===== config.mk =====
export PLATFORM = sky130hd
export DESIGN_NAME = hbridge_ctrl_flat
export DESIGN_NICKNAME = d
export VERILOG_FILES = /design/src/rtl/hbridge_ctrl_if.sv /design/src/rtl/hbridge_ctrl.sv /design/src/flat_wrapper.sv
export SDC_FILE = /design/constraint.sdc
export NUM_CORES = 1
export LEC_CHECK = 0
export ABC_CLOCK_PERIOD_IN_PS = 1400
export CORE_AREA = 2 2 53 55
export CTS_CLUSTER_DIAMETER = 200
export DETAILED_ROUTE_END_ITERATION = 6
export DIE_AREA = 0 0 55 57
export GPL_ROUTABILITY_DRIVEN = 1
export GPL_TIMING_DRIVEN = 0
export HOLD_SLACK_MARGIN = 0.03
export PLACE_DENSITY = 0.68
export SYNTH_ARGS = -nofsm -noshare
export SYNTH_HDL_FRONTEND = slang
export SYNTH_SLANG_ARGS = --single-unit

===== constraint.sdc =====
create_clock -name clk -period 1.4 [get_ports clk]
set_input_delay 0.28 -clock clk [delete_from_list [all_inputs] [get_ports clk]]
set_output_delay 0.28 -clock clk [all_outputs]
set_load 0.1 [all_outputs]

===== src/rtl/hbridge_ctrl_if.sv =====
// Bundles the per-channel PWM/direction/enable/brake requests and the registered
// bridge pin drives between the PWM generators and the H-bridge controller.
interface hbridge_ctrl_if #(
    parameter int N_CH = 2
);
    logic [N_CH-1:0] pwm;
    logic [N_CH-1:0] dir;
    logic [N_CH-1:0] en;
    logic [N_CH-1:0] brake;
    logic [N_CH-1:0] h_bridge_in_1;
    logic [N_CH-1:0] h_bridge_in_2;
    logic [N_CH-1:0] dead_active;

    modport master (
        output pwm,
        output dir,
        output en,
        output brake,
        input  h_bridge_in_1,
        input  h_bridge_in_2,
        input  dead_active
    );

    modport slave (
        input  pwm,
        input  dir,
        input  en,
        input  brake,
        output h_bridge_in_1,
        output h_bridge_in_2,
        output dead_active
    );
endinterface


===== src/rtl/hbridge_ctrl.sv =====
// Multi-channel H-bridge input generator: maps pwm/dir/en/brake onto the two bridge
// legs per channel and forces a dead interval of coast between different driven modes.
module hbridge_ctrl #(
    parameter int N_CH        = 2,
    parameter int DEAD_CYCLES = 16
) (
    input  logic          clk,
    input  logic          rst,
    hbridge_ctrl_if.slave bus
);
    localparam int CW = $clog2(DEAD_CYCLES + 1);
    localparam logic [CW-1:0] DEAD_LOAD = CW'(DEAD_CYCLES - 1);
    localparam logic [CW-1:0] CNT_ZERO  = {CW{1'b0}};
    localparam logic [CW-1:0] CNT_ONE   = CW'(1);

    localparam logic [2:0] ST_COAST = 3'd0;
    localparam logic [2:0] ST_FWD   = 3'd1;
    localparam logic [2:0] ST_REV   = 3'd2;
    localparam logic [2:0] ST_BRAKE = 3'd3;
    localparam logic [2:0] ST_DEAD  = 3'd4;

    logic [2:0]      state_q [N_CH];
    logic [2:0]      state_d [N_CH];
    logic [CW-1:0]   cnt_q   [N_CH];
    logic [CW-1:0]   cnt_d   [N_CH];
    logic [2:0]      req_s   [N_CH];

    logic [N_CH-1:0] in_1_q;
    logic [N_CH-1:0] in_1_d;
    logic [N_CH-1:0] in_2_q;
    logic [N_CH-1:0] in_2_d;
    logic [N_CH-1:0] dead_q;
    logic [N_CH-1:0] dead_d;

    // Requested mode per channel: en=0 wins over brake, brake wins over dir.
    always_comb begin
        for (int i = 0; i < N_CH; i++) begin
            req_s[i] = ST_COAST;
            if (bus.en[i] == 1'b0) begin
                req_s[i] = ST_COAST;
            end else if (bus.brake[i] == 1'b1) begin
                req_s[i] = ST_BRAKE;
            end else if (bus.dir[i] == 1'b1) begin
                req_s[i] = ST_FWD;
            end else begin
                req_s[i] = ST_REV;
            end
        end
    end

    // Per-channel state and dead-counter next-state logic.
    always_comb begin
        for (int i = 0; i < N_CH; i++) begin
            state_d[i] = state_q[i];
            cnt_d[i]   = cnt_q[i];
            case (state_q[i])
                ST_COAST: begin
                    // Both legs already low, so any mode may be entered directly.
                    state_d[i] = req_s[i];
                    cnt_d[i]   = CNT_ZERO;
                end
                ST_FWD, ST_REV, ST_BRAKE: begin
                    if (req_s[i] == ST_COAST) begin
                        state_d[i] = ST_COAST;
                        cnt_d[i]   = CNT_ZERO;
                    end else if (req_s[i] != state_q[i]) begin
                        state_d[i] = ST_DEAD;
                        cnt_d[i]   = DEAD_LOAD;
                    end else begin
                        state_d[i] = state_q[i];
                        cnt_d[i]   = CNT_ZERO;
                    end
                end
                ST_DEAD: begin
                    // The counter never restarts; whatever is requested at expiry wins.
                    if (req_s[i] == ST_COAST) begin
                        state_d[i] = ST_COAST;
                        cnt_d[i]   = CNT_ZERO;
                    end else if (cnt_q[i] == CNT_ZERO) begin
                        state_d[i] = req_s[i];
                        cnt_d[i]   = CNT_ZERO;
                    end else begin
                        state_d[i] = ST_DEAD;
                        cnt_d[i]   = cnt_q[i] - CNT_ONE;
                    end
                end
                default: begin
                    state_d[i] = ST_COAST;
                    cnt_d[i]   = CNT_ZERO;
                end
            endcase
        end
    end

    // Output mapping taken from the next state so pins change at the same edge.
    always_comb begin
        in_1_d = {N_CH{1'b0}};
        in_2_d = {N_CH{1'b0}};
        dead_d = {N_CH{1'b0}};
        for (int i = 0; i < N_CH; i++) begin
            case (state_d[i])
                ST_COAST: begin
                    in_1_d[i] = 1'b0;
                    in_2_d[i] = 1'b0;
                    dead_d[i] = 1'b0;
                end
                ST_FWD: begin
                    in_1_d[i] = bus.pwm[i];
                    in_2_d[i] = 1'b0;
                    dead_d[i] = 1'b0;
                end
                ST_REV: begin
                    in_1_d[i] = 1'b0;
                    in_2_d[i] = bus.pwm[i];
                    dead_d[i] = 1'b0;
                end
                ST_BRAKE: begin
                    in_1_d[i] = 1'b1;
                    in_2_d[i] = 1'b1;
                    dead_d[i] = 1'b0;
                end
                ST_DEAD: begin
                    in_1_d[i] = 1'b0;
                    in_2_d[i] = 1'b0;
                    dead_d[i] = 1'b1;
                end
                default: begin
                    in_1_d[i] = 1'b0;
                    in_2_d[i] = 1'b0;
                    dead_d[i] = 1'b0;
                end
            endcase
        end
    end

    // State, counter and output registers; reset overrides every channel.
    always_ff @(posedge clk) begin
        if (rst) begin
            for (int i = 0; i < N_CH; i++) begin
                state_q[i] <= ST_COAST;
                cnt_q[i]   <= CNT_ZERO;
            end
            in_1_q <= {N_CH{1'b0}};
            in_2_q <= {N_CH{1'b0}};
            dead_q <= {N_CH{1'b0}};
        end else begin
            for (int i = 0; i < N_CH; i++) begin
                state_q[i] <= state_d[i];
                cnt_q[i]   <= cnt_d[i];
            end
            in_1_q <= in_1_d;
            in_2_q <= in_2_d;
            dead_q <= dead_d;
        end
    end

    assign bus.h_bridge_in_1 = in_1_q;
    assign bus.h_bridge_in_2 = in_2_q;
    assign bus.dead_active   = dead_q;
endmodule


===== src/flat_wrapper.sv =====
// flat-port wrapper written by rule: the top's interface ports become plain ports
module hbridge_ctrl_flat 
#(
    parameter int N_CH        = 2,
    parameter int DEAD_CYCLES = 16
)
  (clk, rst, bus_pwm, bus_dir, bus_en, bus_brake, bus_h_bridge_in_1, bus_h_bridge_in_2, bus_dead_active);
  hbridge_ctrl_if #(.N_CH(N_CH)) bus_i ();
  input  logic clk;
  input  logic rst;
  input wire logic [$bits(bus_i.pwm)-1:0] bus_pwm;
  input wire logic [$bits(bus_i.dir)-1:0] bus_dir;
  input wire logic [$bits(bus_i.en)-1:0] bus_en;
  input wire logic [$bits(bus_i.brake)-1:0] bus_brake;
  output wire logic [$bits(bus_i.h_bridge_in_1)-1:0] bus_h_bridge_in_1;
  output wire logic [$bits(bus_i.h_bridge_in_2)-1:0] bus_h_bridge_in_2;
  output wire logic [$bits(bus_i.dead_active)-1:0] bus_dead_active;
  assign bus_i.pwm = bus_pwm;
  assign bus_i.dir = bus_dir;
  assign bus_i.en = bus_en;
  assign bus_i.brake = bus_brake;
  assign bus_h_bridge_in_1 = bus_i.h_bridge_in_1;
  assign bus_h_bridge_in_2 = bus_i.h_bridge_in_2;
  assign bus_dead_active = bus_i.dead_active;
  hbridge_ctrl #(.N_CH(N_CH), .DEAD_CYCLES(DEAD_CYCLES)) u_core (.clk(clk), .rst(rst), .bus(bus_i));
endmodule

; ---- Word level (Yosys, flattened, before mapping)
; Memories as Yosys holds them, arrays and structs flattened.
; Cells that the tools add are included.
[classes]
add_sub_neg = 2
eq_ne = 18
n_reduce_logical = 8
n_bitwise = 4
n_mux = 39
[ops]
columns = operator, count
row1 = 5-bit 2-to-1 mux, 8
row2 = 3-bit 2-to-1 mux, 12
row3 = "3-bit by 2-bit equality test with 1-bit output, second input constant", 8
row4 = 5-bit case mux with 2 select lines, 2
row5 = 3-bit case mux with 3 select lines, 2
row6 = "3-bit by 1-bit equality test with 1-bit output, second input constant", 4
row7 = "3-bit equality test, second input constant", 4
row8 = 3-bit zero test, 4
row9 = 5-bit zero test, 2
row10 = "5-bit by 1-bit subtractor with 5-bit output, second input constant", 2
row11 = 2-bit 2-to-1 mux, 4
row12 = 4-bit 2-to-1 mux, 2
row13 = 1-bit case mux with 2 select lines, 4
row14 = 3-bit inequality test, 2
row15 = 3-bit OR reduction, 2
row16 = 1-bit 2-to-1 mux, 5
row17 = 1-bit bitwise OR, 4
[word_totals]
memories = 2
word_cells = 76
ff_bits = 6
input_bits = 10
output_inout_bits = 6
ramBits = 16
[mem_list]
columns = memory, words, width, rd, rd_ports_with_merged_regs, write_ports, line_no
row1 = u_core.cnt_q, 2, 5, 2, 0, 2, hbridge_ctrl.sv:24  ; logic [CW-1:0] cnt_q [N_CH];
row2 = u_core.state_q, 2, 3, 2, 0, 2, hbridge_ctrl.sv:22  ; logic [2:0] state_q [N_CH];

; ---- Depth between registers and ports, before layout
; Gate-level depths: netlist of the first run.
[logic_depth]
ltp_word = 9
depth_mapped = 6
ltp_nobuf = 6

; ---- Worst setup path before layout of the first run
; Ideal clock, no wire load.
[synth_path]
kind = reg2reg
start = memory u_core.cnt_q[0][0] (netlist name)
end = memory u_core.cnt_q[0][2] (netlist name)
path_slack_ns = -0.027
synth_period_minus_slack_ns = 1.427
setup_time_ns = 0.129
path_stages_with_launch = 7
arrival_time_ns = 1.298
path_cell_list = dfxtp_1 -> inv_1 -> ha_1 -> or4b_4 -> nand3_1 -> a21o_2 -> a21oi_1
[synth_lines]
columns = element, line_no
row1 = from (decl), hbridge_ctrl.sv:24

==> run summary, run 1 <==
Clk_skew -> 0.001564 ns
Clock power share -> 21.7%
Clock Tree Buf Depth -> 2
Synthesized flop and latch total -> 22
Die height -> 57 µm
CP max FO -> 3
Share of layout cells above drive strength 1 -> 44.12%
Detailed-route wire length per cell -> 12.17 µm
WHS -> 0.4408 ns
Syn nets -> 124
Post-Syn Area per Cell -> 9.873 µm²
Antenna Violating Nets Remaining -> 0
Failing checks -> negative setup slack
Crit path capture type -> flop
CORE AREA -> 2615 µm²
Compound-Gate Fraction of Synth Area -> 23.50%
Ys Warns -> 0
Setup ws final -> -0.03814 ns
Clock sink total -> 22
Post-synthesis adder-cell area fraction -> 4.608%
Post-layout min period -> 1.438 ns
Max IR drop VDD -> 0.6924 mV
Register clock-pin slew on the reported worst setup and hold paths -> 0.11 ns
Largest family of logic cells by synthesized area -> compound AO/OA/AOI/OAI gates
Simple-gate share of the synthesized area -> 19.59%
Pre-antenna DRT Iters -> 2
Initial antenna violation count -> 0
Lkg Pwr -> 0.6136 nW
Vias in the first global route -> 894
Synth Flop Type -> dfxtp_1
Total Negative Setup Slacks -> -0.1968 ns
Max-Cap Viols -> 0
Crit share post-route -> 102.7%
Vias -> 876
Synth Area in XOR/XNOR -> 5.645%
Tot Pwr -> 1.266 mW
Pin count of the biggest net entering global routing -> 12
Relative max-transition margin -> 60.52%
Die Span X -> 55 µm
WL final -> 2032 µm
Die area -> 3135 µm²
Htree depth -> 1
Endpoints failing hold -> 0
Starting Density -> 41.53%
Fraction of registers with async set/reset -> 0%
Netlist Area Pre-Place -> 1086 µm²
Total net switching power -> 385.7 µW
Fin nets -> 152
Unique cell type count in the Yosys netlist -> 41
First-pass GRT wire length -> 3470 µm
FMAX -> 695.3 MHz
Post-DP HPWL -> 1504 µm
Fin. max-slew vios -> 0
Post-synthesis instance total -> 110
Worst-skew pair later-pin latency -> 0.30 ns
Combinational share of power -> 24.9%
Diode count -> 0
Run status -> finished with violations
Arr. time, crit path -> 1.67 ns
PwrDens -> 874.1 nW/µm²
Number of port buffers -> 14
# DRC -> 0
Gp weighted congestion -> 0.7410
Critical Path RT -> 1.63 ns
GRT Total Usage -> 14.70%
Layout area overhead -> 33.41%
CTS tree -> done
Total grt overflow -> 0
Mux share of post-synthesis cell area -> 1.959%
Iter 0 DRT Violations -> 2
DR vias/cell -> 5.246
Slew @ Worst Pin -> 0.5922 ns
CP Class -> flop to flop
Endpoints failing setup -> 13
CTS Buf Count -> 3
Tightest Hold Check Type -> input pin to flop
Post-synthesis sequential area ratio -> 40.55%
Sw Share -> 30.45%
CP startpoint kind -> flop
Root Driver -> clkbuf_4
Post-synth EDFFs -> 0
Internal power -> 880.7 µW
Sequential power share -> 53.4%
I/O pins -> 16
FP Rows -> 19
Unrepaired setup endpoints after global routing -> true
==> metrics by stage <==
stage | cell area [µm²] | util (%) | instances | worst slack (ns)
after global placement | 1276 | 48.80 | 155 | -0.4398
after detailed placement | 1276 | 48.80 | 155 | -0.4669
after floorplan | 1097 | - | 110 | -0.005524
after CTS | 1408 | 53.83 | 164 | -0.04700
final | 1449 | 55.41 | 167 | -0.03814
after global routing | 1449 | 55.41 | 167 | -0.1088
==> cells in the mapped netlist, types with 2 or more instances <==
library cell  count  area (µm²)
dfxtp_1          22       440.4
inv_1             8       30.03
nor2_1            7       26.28
nor3_1            6       30.03
a21oi_1           5       25.02
nand2_1           5       18.77
xnor2_1           5       43.79
a211oi_1          4       30.03
ha_1              4       50.05
nand3_1           3       15.01
a211oi_2          2       25.02
clkbuf_1          2       7.510
inv_2             2       7.510
nand2b_1          2       12.51
nor3b_2           2       25.02
o211a_1           2       20.02
o211ai_1          2       15.01
o21a_1            2       15.01
o21ai_1           2       10.01
xor2_1            2       17.52
==> power by group through the flow <==
| stage | sequential [mW] | combinational [mW] | clock (mW) |
|---|---|---|---|
| after floorplan | 0.743 | 0.148 | 0 |
| after global placement | 0.687 | 0.270 | 0 |
| after detailed placement | 0.689 | 0.276 | 0 |
| after CTS | 0.677 | 0.308 | 0.285 |
| after global routing | 0.681 | 0.339 | 0.300 |
| final | 0.676 | 0.315 | 0.275 |
==> cell usage in the layout (no fill, tap or decap), types with 2 or more instances in the layout <==
cell type / synthesis / final
a211oi_2: 2 / 6
a21oi_2: 0 / 4
buf_2: 0 / 6
buf_4: 0 / 8
clkbuf_1: 2 / 2
clkbuf_4: 0 / 3
clkdlybuf4s50_1: 0 / 6
dfxtp_1: 22 / 18
dfxtp_2: 0 / 4
ha_1: 4 / 3
inv_1: 8 / 4
inv_2: 2 / 6
nand2_1: 5 / 4
nand3_1: 3 / 2
nor2_1: 7 / 6
nor3_1: 6 / 6
nor3b_2: 2 / 2
o211a_1: 2 / 2
o211ai_1: 2 / 2
o21a_1: 2 / 2
xnor2_1: 5 / 5
xor2_1: 2 / 2
==> repair_timing <==
item	in CTS	in global routing
hold buffers	0	0
setup endpoints to repair	24	20
pin swaps	6	6
gates resized for setup	57	5
endpoints found under the hold margin	0	0
buffers inserted	6	3
==> layer usage <==
metal  track usage, %  vias to the layer above  routed length [µm]
li1                 -                      449                   -
met1            16.64                      412                 894
met2            26.36                       13                1037
met3            2.356                        2                  82
met4            5.923                        0                  18
met5                0                        -                   0
==> logic make-up (layout without fill, tap and decap cells) <==
group / after synthesis / in the layout
flip-flops: 22 / 22
multiplexers: 2 / 2
buffers and inverters: 12 / 38
AND/OR/NAND/NOR: 34 / 34
XOR/XNOR: 7 / 7
AO/OA/AOI/OAI: 29 / 29
adder cells (fa/ha/maj): 4 / 4
==> sequential cells by signal, indices dropped and copies added, names as in the netlist <==
signal                    count
u_core.cnt_q                 10
u_core.state_q                6
u_core.bus.h_bridge_in_1      2
u_core.bus.dead_active        2
u_core.bus.h_bridge_in_2      2
==> worst paths after layout <==
path	slack [ns]	cells after the start	end	startpoint
worst max-delay path	-0.04	6	u_core.bus.h_bridge_in_1[0]	u_core.cnt_q[0][0]
worst min-delay path	0.44	2	u_core.cnt_q[0][4]	rst
worst max register to register	-0.04	6	u_core.bus.h_bridge_in_1[0]	u_core.cnt_q[0][0]
worst min register to register	0.52	2	u_core.cnt_q[0][0]	u_core.cnt_q[0][0]
==> critical path, cell delays in order (launching register included) <==
cell      delay, ns
dfxtp_2        0.34
inv_2          0.05
ha_1           0.13
or4b_4         0.48
nand2_4        0.10
a31oi_4        0.09
a211oi_2       0.18
==> cell type report <==
cell class,instances,area (µm²)
fillers,232,1166
multi-input cells,76,714.4
flip-flops and latches,22,445.4
repair buffers,23,182.7
well taps,31,38.79
inverters,10,37.54
clock buffers,3,22.52
plain buffers,2,7.507
Power figures use the tool's default switching activity.
==> run 2: changes to the inputs <==
Settings changed: CORE_AREA 2 2 53 55 to 2 2 63 65, DIE_AREA 0 0 55 57 to 0 0 65 67, PLACE_DENSITY 0.68 to unset, SKIP_CTS_REPAIR_TIMING set to 1, SKIP_LAST_GASP set to 1.
==> run 2 against run 1 <==
  * Largest power group unchanged
  * Critical path depth unchanged
  * Worst hold slack gained 0.0016 ns
  * Sequential share of layout area is 1.3 points lower
  * Via count decreased by 3.1%
  * Register-to-register slack worse by 0.04 ns
  * The run still ends with negative setup slack left
  * Combinational power is 3% lower
  * Fmax decreased by 2.6%
  * Utilization is 13 points lower
  * Critical endpoint unchanged
  * Flip-flop and latch count unchanged
  * Worst setup slack got worse by 0.038 ns
==> run summary, run 2 (same netlist as run 1, synthesis figures left out) <==
Run status -> finished with violations
Failing checks -> negative setup slack
Fillcell total -> 354
Die area -> 4355 µm²
Max IR drop VDD -> 0.3183 mV
CORE AREA -> 3606 µm²
Vias -> 849
# DRC -> 0
CP max-delay cell -> or4b_4
CP startpoint kind -> flop
Critical Path RT -> 1.58 ns
Lkg Pwr -> 0.6369 nW
Max stage delay on crit path -> 0.49 ns
Vias in the first global route -> 765
CP max FO -> 3
Max-Cap Viols -> 0
R2R Path End -> u_core.bus.h_bridge_in_1[0]
Unrepaired setup endpoints after global routing -> true
Slew @ Worst Pin -> 0.5793 ns
Worst reg-to-reg setup slack -> -0.08 ns
Tot Pwr -> 1.561 mW
Total grt overflow -> 0
Critical path startpoint -> u_core.cnt_q[0][0]
Share of layout cells above drive strength 1 -> 42.11%
Tightest Hold Check Type -> flop to flop
Worst R2R Start -> u_core.cnt_q[0][0]
PwrDens -> 1033 nW/µm²
Post-DP HPWL -> 1482 µm
CTS Buf Count -> 3
Endpoints failing setup -> 12
Root Driver -> clkbuf_8
Register name with the most flops -> u_core.cnt_q
Max FFs per register -> 10
Gp weighted congestion -> 0.6864
Clock Tree Buf Depth -> 2
Arr. time, crit path -> 1.66 ns
Detailed-route wire length per cell -> 11.27 µm
Setup ws final -> -0.07663 ns
First-pass GRT wire length -> 3167 µm
Die Span X -> 65 µm
Total Negative Setup Slacks -> -0.4051 ns
Hold depth -> 1
Register clock-pin slew on the reported worst setup and hold paths -> 0.08 ns
Hold_sp -> u_core.cnt_q[0][0]
Endpoints failing hold -> 0
Reg2Reg Depth -> 6
Post-layout min period -> 1.477 ns
Number of port buffers -> 14
Antenna Violating Nets Remaining -> 0
WL final -> 2040 µm
Pre-antenna DRT Iters -> 4
GRT Total Usage -> 9.485%
Crit path capture type -> flop
FP Rows -> 22
FMAX -> 677.2 MHz
CTS tree -> done
CP Class -> flop to flop
Commonest non-fill, non-tap cell in the layout -> dfxtp_1
Die height -> 67 µm
Pre-CTS setup slack -> -0.4626 ns
Clock sink total -> 22
Commonest non-fill, non-tap cells in the layout -> dfxtp_1 (18), nor2_1 (7)
Relative max-transition margin -> 61.38%
Worst-skew pair later-pin latency -> 0.26 ns
I/O pins -> 16
Clk_skew -> 0.008494 ns
Initial antenna violation count -> 0
Starting Density -> 30.12%
Regs by FF count -> u_core.cnt_q (10), u_core.state_q (6)
Worst-path cell chain -> inv_2 > ha_4 > or4b_4 > nand2_4 > a32oi_2 > a211oi_2
WHS -> 0.4425 ns
Htree depth -> 1
Fin nets -> 148
Iter 0 DRT Violations -> 35
Hold Path Sink -> u_core.cnt_q[0][0]
DR vias/cell -> 4.691
Diode count -> 0
Pin count of the biggest net entering global routing -> 14
Layout area overhead -> 39.17%
Crit share post-route -> 105.5%
Fin. max-slew vios -> 0
==> run 2: report_power, final <==
group	total [mW]	internal, mW	switching [mW]
Clock	0.578	0.381	0.197
Combinational	0.305	0.122	0.183
Sequential	0.678	0.651	0.0273
Total	1.56	1.15	0.407
==> run 2: layer usage <==
| layer | up-vias | wire length [µm] | global-route usage (%) |
|---|---|---|---|
| met2 | 8 | 1067 | 16.24 |
| li1 | 438 | - | - |
| met3 | 2 | 50 | 2.365 |
| met5 | - | 0 | 0 |
| met1 | 401 | 908 | 10.94 |
| met4 | 0 | 13 | 4.787 |
==> run 2: metrics by stage <==
stage	util [%]	area (µm²)	std cells
after floorplan	-	1097	110
after global placement	35.98	1297	172
after detailed placement	35.98	1297	172
after CTS	37.96	1369	176
after global routing	41.92	1511	181
final	41.92	1511	181
==> run 2: how the worst max path moves through the flow <==
| stage | to | slack (ns) | depth (start not counted) |
|---|---|---|---|
| after floorplan | u_core.bus.h_bridge_in_2[0] | -0.006 | 6 |
| after global placement | u_core.cnt_q[0][2] | -0.45 | 5 |
| after detailed placement | u_core.cnt_q[0][3] | -0.46 | 5 |
| after CTS | bus_dead_active[1] | -0.62 | 1 |
| after global routing | u_core.bus.h_bridge_in_1[0] | -0.16 | 6 |
| final | u_core.bus.h_bridge_in_1[0] | -0.08 | 6 |
==> run 2: worst max-delay path, delay by kind of cell, from the launching register on <==
kind            cells  cell delay, ns
flops               1            0.34
simple gates        2            0.59
compound gates      2            0.28
fa+ha+maj           1            0.11
buf+inv             1            0.07
==> run 2: cell type report <==
| type | count | area, µm² | area share [%] |
|---|---|---|---|
| Multi-Input combinational cell | 76 | 732.0 | 48.43 |
| Timing Repair Buffer | 19 | 157.7 | 10.43 |
| Clock inverter | 1 | 30.03 | 1.987 |
| Clock buffer | 3 | 41.29 | 2.732 |
| Tap cell | 48 | 60.06 | 3.974 |
| Inverter | 10 | 37.54 | 2.483 |
| Buffer | 2 | 7.507 | 0.4967 |
| Sequential cell | 22 | 445.4 | 29.47 |
==> run 3: changes to the inputs <==
Settings changed: PLACE_DENSITY_LB_ADDON set to 0.25.
==> run 3 against run 2 <==
  * Combinational power barely moved
  * Global-route usage rose by 0.39 points
  * Critical path type unchanged
  * The flow still finishes with violations (negative setup slack)
  * Worst setup slack improved by 0.0056 ns
  * Flip-flop and latch count did not move
  * Utilization fell by 1.3 points
  * Clock power fell by 35%
==> run summary, run 3 (same netlist as run 1, synthesis figures left out) <==
Crit path capture type -> flop
Crit path buffers/inverters -> 1
Max FFs per register -> 10
Detailed-route wire length per cell -> 10.92 µm
Worst R2R Start -> u_core.cnt_q[0][1]
Worst reg-to-reg setup slack -> -0.07 ns
FMAX -> 679.8 MHz
Setup ws final -> -0.07106 ns
Htree depth -> 1
Hold_sp -> u_core.cnt_q[0][0]
Total grt overflow -> 0
WHS -> 0.4397 ns
Commonest non-fill, non-tap cells in the layout -> dfxtp_1 (19), nor2_1 (7), inv_2 (6), nor3_1 (6), clkbuf_2 (6)
Register clock-pin slew on the reported worst setup and hold paths -> 0.07 ns
I/O pins -> 16
CORE AREA -> 3606 µm²
Die height -> 67 µm
Run status -> finished with violations
Post-DP HPWL -> 1422 µm
Placed cell area -> 1297 µm²
PwrDens -> 931.6 nW/µm²
Reg2Reg Depth -> 6
Clk_skew -> 0.002504 ns
CP startpoint kind -> flop
Fin. max-slew vios -> 0
Clock sink total -> 22
Arr. time, crit path -> 1.65 ns
Vias -> 825
Fin nets -> 147
Share of layout cells above drive strength 1 -> 36.64%
Design Area, Final -> 1465 µm²
Gp weighted congestion -> 0.7510
Number of port buffers -> 14
Pre-antenna DRT Iters -> 4
CTS tree -> done
Iter 0 DRT Violations -> 19
Relative max-transition margin -> 63.89%
Hold depth -> 1
Crit share post-route -> 105.1%
Layout area overhead -> 34.91%
CP max-delay cell -> or4b_4
R2R Path End -> u_core.bus.h_bridge_in_1[0]
Critical Path RT -> 1.58 ns
Post-layout min period -> 1.471 ns
CTS Buf Count -> 3
Tot Pwr -> 1.365 mW
Max stage delay on crit path -> 0.49 ns
Worst-skew pair later-pin latency -> 0.25 ns
FP Rows -> 22
Max IR drop VDD -> 0.2734 mV
Antenna Violating Nets Remaining -> 0
First-pass GRT wire length -> 3360 µm
Register name with the most flops -> u_core.cnt_q
GRT Total Usage -> 9.875%
Unrepaired setup endpoints after global routing -> true
Clock Tree Buf Depth -> 2
CP max FO -> 3
# DRC -> 0
WL final -> 1954 µm
Pin count of the biggest net entering global routing -> 12
Die Span X -> 65 µm
Starting Density -> 30.12%
Tightest Hold Check Type -> flop to flop
Top Family by Delay on Critical Path -> simple AND/OR/NAND/NOR gates
Die area -> 4355 µm²
CP Class -> flop to flop
Endpoints failing setup -> 8
Vias in the first global route -> 788
Diode count -> 0
Initial antenna violation count -> 0
Pre-CTS setup slack -> -0.4873 ns
Hold Path Sink -> u_core.cnt_q[0][0]
Worst-path cell chain -> inv_2 > ha_4 > or4b_4 > nand2_4 > a31oi_4 > a211oi_2
Regs by FF count -> u_core.cnt_q (10), u_core.state_q (6)
Total Negative Setup Slacks -> -0.2563 ns
Endpoints failing hold -> 0
Failing checks -> negative setup slack
Commonest non-fill, non-tap cell in the layout -> dfxtp_1
Max-Cap Viols -> 0
DR vias/cell -> 4.609
Lkg Pwr -> 0.6028 nW
Root Driver -> clkbuf_8
Slew @ Worst Pin -> 0.5439 ns
-- run 3: cell type report --
type | count | area (µm²)
fillers | 349 | 2141
multi-input cells | 76 | 726.9
flip-flops and latches | 22 | 444.2
repair buffers | 18 | 147.6
well taps | 48 | 60.06
clock buffers | 3 | 41.29
inverters | 10 | 37.54
plain buffers | 2 | 7.507
-- run 3: per-layer routing --
metal	GRT usage (%)	share of wire, %	vias to the layer above
met4	3.191	0.61	0
met1	11.54	48	376
met5	0	0	-
met2	16.75	48	10
li1	-	-	437
met3	3.547	3.4	2
-- run 3: where the power goes --
part | switching, mW | internal, mW
logic | 0.181 | 0.127
registers | 0.0281 | 0.651
clock network | 0.186 | 0.192
total | 0.395 | 0.969
-- run 3: worst max-delay path by stage --
stage | start | end | slack [ns] | cells after the start
final | u_core.cnt_q[0][1] | u_core.bus.h_bridge_in_1[0] | -0.07 | 6
after global placement | bus_dir[0] | u_core.cnt_q[0][2] | -0.46 | 5
after detailed placement | bus_dir[0] | u_core.cnt_q[0][1] | -0.49 | 5
after floorplan | u_core.cnt_q[0][0] | u_core.bus.h_bridge_in_2[0] | -0.006 | 6
after global routing | u_core.cnt_q[0][0] | u_core.bus.h_bridge_in_1[0] | -0.14 | 6
after CTS | u_core.bus.h_bridge_in_1[0] | bus_h_bridge_in_1[0] | -0.59 | 1
-- run 3: worst register-to-register path, delay by kind of cell (launching register included) --
kind,cells,cell delay (ns)
AO/OA/AOI/OAI,2,0.28
adder cells (fa/ha/maj),1,0.12
buffers and inverters,1,0.08
flip-flops,1,0.33
AND/OR/NAND/NOR,2,0.60
-- run 3: stage by stage --
step | instances | utilization, %
finish | 179 | 40.63
detailed placement | 172 | 35.98
CTS | 175 | 37.13
floorplan | 110 | -
global route | 179 | 40.63
global placement | 172 | 35.98
